`config.mk`:
```
export PLATFORM = sky130hd
export DESIGN_NAME = sprite_dma
export DESIGN_NICKNAME = d
export VERILOG_FILES = /design/src/rtl/sprite_dma.sv
export SDC_FILE = /design/constraint.sdc
export NUM_CORES = 1
export LEC_CHECK = 0
export CORE_MARGIN = 8
export CORE_UTILIZATION = 49
export CTS_BUF_LIST = sky130_fd_sc_hd__clkbuf_2
export DETAILED_ROUTE_END_ITERATION = 8
export HOLD_SLACK_MARGIN = 0.08
export PLACE_DENSITY = 0.86
export SYNTH_ARGS = -nofsm -noshare
export SYNTH_HDL_FRONTEND = slang
export SYNTH_SLANG_ARGS = --single-unit
```
`constraint.sdc`:
```
create_clock -name i_clk -period 3.75 [get_ports i_clk]
set_input_delay 0.375 -clock i_clk [delete_from_list [all_inputs] [get_ports i_clk]]
set_output_delay 0.375 -clock i_clk [all_outputs]
set_load 0.01 [all_outputs]
```
`src/rtl/sprite_dma.sv`:
```
// rtl/sprite_dma.sv - OAM sprite DMA engine: stalls the CPU and copies one 256-byte page to OAMDATA
//
// Purpose: watches the CPU bus for a write to P_DMA_REG. On a hit it stalls the CPU,
// optionally burns one alignment cycle, and then alternates read/write bus cycles.
// Each cycle reads {page,index} and writes that byte to P_OAM_DATA, for 256 bytes.
//
// Ports:
//   i_clk       system clock, rising edge
//   i_reset_n   asynchronous active-low reset
//   i_ce        clock enable; all state advances only when high
//   i_address   CPU address bus (trigger detection)
//   i_rw        CPU read/write, 1 = read
//   i_data      CPU write data in IDLE, memory read data in READ
//   o_rdy       CPU ready, 0 stalls the CPU
//   o_bus_en    1 while the DMA drives address/data/rw
//   o_address   DMA bus address
//   o_rw        DMA read/write, 1 = read
//   o_data      DMA write data
module sprite_dma #(
  parameter logic [15:0] P_DMA_REG  = 16'h4014,
  parameter logic [15:0] P_OAM_DATA = 16'h2004
) (
  input  logic        i_clk,
  input  logic        i_reset_n,
  input  logic        i_ce,
  input  logic [15:0] i_address,
  input  logic        i_rw,
  input  logic [7:0]  i_data,
  output logic        o_rdy,
  output logic        o_bus_en,
  output logic [15:0] o_address,
  output logic        o_rw,
  output logic [7:0]  o_data
);

  typedef enum logic [2:0] {
    S_IDLE  = 3'd0,
    S_HALT  = 3'd1,
    S_ALIGN = 3'd2,
    S_READ  = 3'd3,
    S_WRITE = 3'd4
  } state_t;

  state_t      state_q, state_d;
  logic        parity_q, parity_d;
  logic [7:0]  page_q, page_d;
  logic [7:0]  index_q, index_d;
  logic [7:0]  data_q, data_d;

  always_comb begin
    state_d  = state_q;
    parity_d = ~parity_q;
    page_d   = page_q;
    index_d  = index_q;
    data_d   = data_q;
    case (state_q)
      S_IDLE: begin
        if (!i_rw && (i_address == P_DMA_REG)) begin
          page_d  = i_data;
          index_d = 8'h00;
          state_d = S_HALT;
        end
      end
      // Parity 1 in HALT means the next cycle is a read slot; otherwise
      // one dummy cycle lines the reads up with parity 0.
      S_HALT:  state_d = parity_q ? S_READ : S_ALIGN;
      S_ALIGN: state_d = S_READ;
      S_READ: begin
        data_d  = i_data;
        state_d = S_WRITE;
      end
      S_WRITE: begin
        index_d = index_q + 8'd1;
        state_d = (index_q == 8'hFF) ? S_IDLE : S_READ;
      end
      default: state_d = S_IDLE;
    endcase
  end

  always_ff @(posedge i_clk or negedge i_reset_n) begin
    if (!i_reset_n) begin
      state_q  <= S_IDLE;
      parity_q <= 1'b0;
      page_q   <= 8'h00;
      index_q  <= 8'h00;
      data_q   <= 8'h00;
    end else if (i_ce) begin
      state_q  <= state_d;
      parity_q <= parity_d;
      page_q   <= page_d;
      index_q  <= index_d;
      data_q   <= data_d;
    end
  end

  // Outputs decode directly from registered state so they follow reset
  // immediately and hold while i_ce is low.
  always_comb begin
    o_rdy     = (state_q == S_IDLE);
    o_bus_en  = 1'b0;
    o_address = 16'h0000;
    o_rw      = 1'b1;
    o_data    = 8'h00;
    if (state_q == S_READ) begin
      o_bus_en  = 1'b1;
      o_address = {page_q, index_q};
    end else if (state_q == S_WRITE) begin
      o_bus_en  = 1'b1;
      o_address = P_OAM_DATA;
      o_rw      = 1'b0;
      o_data    = data_q;
    end
  end

endmodule
```
==> impl_metrics.csv <==
group,metric,value,unit
status,status,"completed",
yosys,synth_warnings,0,
placed_design,gp_congestion,0.834,
sta,fin_crit_sh,78.3,%
cts,postCtsSetupRepairBufs,0,
placed_design,hpwl,2990,um
floorplan,core,2980,um2
sta,post-route-min-period,2.94,ns
floorplan,initial_core_util,50.3,%
cts,cts_root_buf,"clkbuf_2",
floorplan,row_count,20,
sta,finalSetupViolCount,0,
critical_path,rr_startpoint,"state_q[2]",
yosys,synth_enable_flop_cells,0,
routing,drtIter0Drc,62,
pwr,leakage,0.000928,uW
routing,num_vias,1330,
sta,tns,0,ns
sta,fin_skew,0.00445,ns
yosys,syn_inst,147,
yosys,yosysSeqAreaShare,46.7,%
critical_path,reg2reg_slack,1.53,ns
cells_and_area,fin_util,70.9,%
critical_path,required,3.38,ns
floorplan,io_pins,55,
cells_and_area,area_growth,40.9,%
global_routing,grt_pass1_wl,7090,um
pwr,vdd_drop_max,0.304,mV
cts,cts-resized-gates,0,
sta,slew_headroom,40.3,%
floorplan,die_w,71.3,um
yosys,synth-async-reset-ratio,100,%
pwr,power_density,525,nW/um2
routing,drt-total-wl,4060,um
cts,clock_sinks,28,
yosys,synth_area,1500,um2
yosys,syn_avg_cell_area,10.2,um2
critical_path,r2r_cells,4,
yosys,synth_flop_cell,"dfrtp_1",
global_routing,grt_pass1_vias,1476,
global_routing,antenna_found_initial,0,
cts,clk_pin_slew,0.26,ns
yosys,syn-num-nets,176,
cts,cts_tree,"built",
critical_path,path_max_fanout,24,
global_routing,overflow,0,
critical_path,worstSetupPathType,"reg -> out",
sta,drv_slew,0,
routing,ant_nets,0,
placed_design,portBuffers,54,
job,cap_viol_max_count,0,
global_routing,grt_max_degree,29,
sta,tightest_slew,0.889,ns
routing,drtPass1Iterations,4,
cells_and_area,finalNetCount,230,
cells_and_area,final_cell_mix,"clkdlybuf4s50_1, dfrtp_1, nand2_1, and3_1, mux2_2",
cells_and_area,drive_above_1_share,12.5,%
sta,rsz0062_at_grt,"false",
sta,max_freq,340,MHz
routing,wl_per_cell,17.4,um
hold_path,hold_class,"in -> async",
sta,hold_viol_final,0,
cts,cts_hold_buf,0,
critical_path,critPathArrivalTime,2.56,ns
critical_path,crit_path_start_kind,"flip-flop",
routing,drc_errors,0,
yosys,ys_seq_elements,28,
critical_path,end_kind,"output port",
cells_and_area,diodes,0,
critical_path,r2r-end,"page_q[4]",
cts,cts_buffer_depth,2,
yosys,synth_cell_types,35,
cts,cts_buffers,3,
cts,clock_latency,0.36,ns
global_routing,grt_usage,17.1,%
cells_and_area,layout_commonest_cell,"clkdlybuf4s50_1",
floorplan,dieHeight,71.3,um
cts,htree_num_levels,1,
routing,routed_via_density,5.71,
floorplan,die-area,5090,um2
## Yosys cell counts (2+ instances only)
cell type	number	area share [%]
or4_1	2	1.0
nor4_1	2	0.83
or2_2	2	0.83
and3_1	14	5.8
nand3_1	2	0.67
buf_2	2	0.67
nor2_1	5	1.3
a31oi_1	2	0.83
mux2_1	2	1.5
o21ai_0	6	2.0
nor3_1	2	0.67
xor2_1	2	1.2
clkbuf_1	6	1.5
nor4bb_1	2	1.3
dfrtp_1	28	47
inv_1	3	0.75
and2_1	9	3.8
mux2_2	14	11
nor2b_1	4	1.7
nand2_1	16	4.0
nand4_1	4	1.7
o211ai_1	5	2.5
## how the worst max path moves through the flow
stage | from | to | slack (ns) | cells past startpoint
5_1_grt | state_q[0] | o_address[2] | 0.62 | 5
3_5_place_dp | i_ce | page_q[4] | 0.88 | 5
2_1_floorplan | state_q[2] | page_q[6] | 1.92 | 5
4_1_cts | state_q[0] | o_address[2] | 0.82 | 5
6_report | state_q[0] | o_data[5] | 0.81 | 4
3_3_place_gp | i_ce | page_q[4] | 1.03 | 5
## registers in the layout, indices dropped and copies added (netlist names)
register and cells:
data_q 8, page_q 8, index_q 8, state_q 3
parity_q 1
## where the power goes
part           switching (uW)  internal, uW  total, uW
registers                 117           391        508
clock network            89.9          91.7        182
logic                     185           234        419
total                     392           717       1110
## metrics by stage
step	power, uW	std cells	setup slack [ns]	instance area (um2)	hold slack, ns
global placement	911	229	1.03	2070	0.460
finish	1110	233	0.813	2110	0.343
floorplan	724	147	1.92	1500	0.0794
detailed placement	928	229	0.882	2070	0.469
CTS	1110	233	0.820	2110	0.343
global route	1190	233	0.617	2110	0.344
## metal layers
layer | GRT usage, % | up-vias | share of wire (%)
li1 | - | 633 | -
met1 | 19.0 | 642 | 40
met2 | 27.3 | 47 | 49
met3 | 7.53 | 8 | 8.9
met4 | 8.08 | 0 | 1.9
met5 | 0 | - | 0
## kinds of logic (layout without fill, tap and decap cells)
group                    Yosys count  count (layout)  synth area share [%]
AND/OR/NAND/NOR                   70              70                  27.7
XOR/XNOR                           2               2                  1.17
buffers and inverters             12              65                  3.67
flip-flops                        28              28                  46.7
AO/OA/AOI/OAI                     18              18                  7.85
multiplexers                      16              16                  12.0
adder cells (fa/ha/maj)            1               1                 0.835
## critical path, cell delays in order (launching register included)
cell and delay [ns]:
dfrtp_1 0.70, nor3_1 0.57, buf_4 0.25, and2_1 0.13, clkdlybuf4s50_1 0.56
## layout make-up
type                       instances  area, um2
sequential                        28        701
timing repair buffer              58        571
fill                             223        866
multi-input combinational        107        743
inverter                           3       11.3
clock inverter                     1       30.0
tap                               33       41.3
clock buffer                       3       15.0
(Power assumes the default switching activity.)
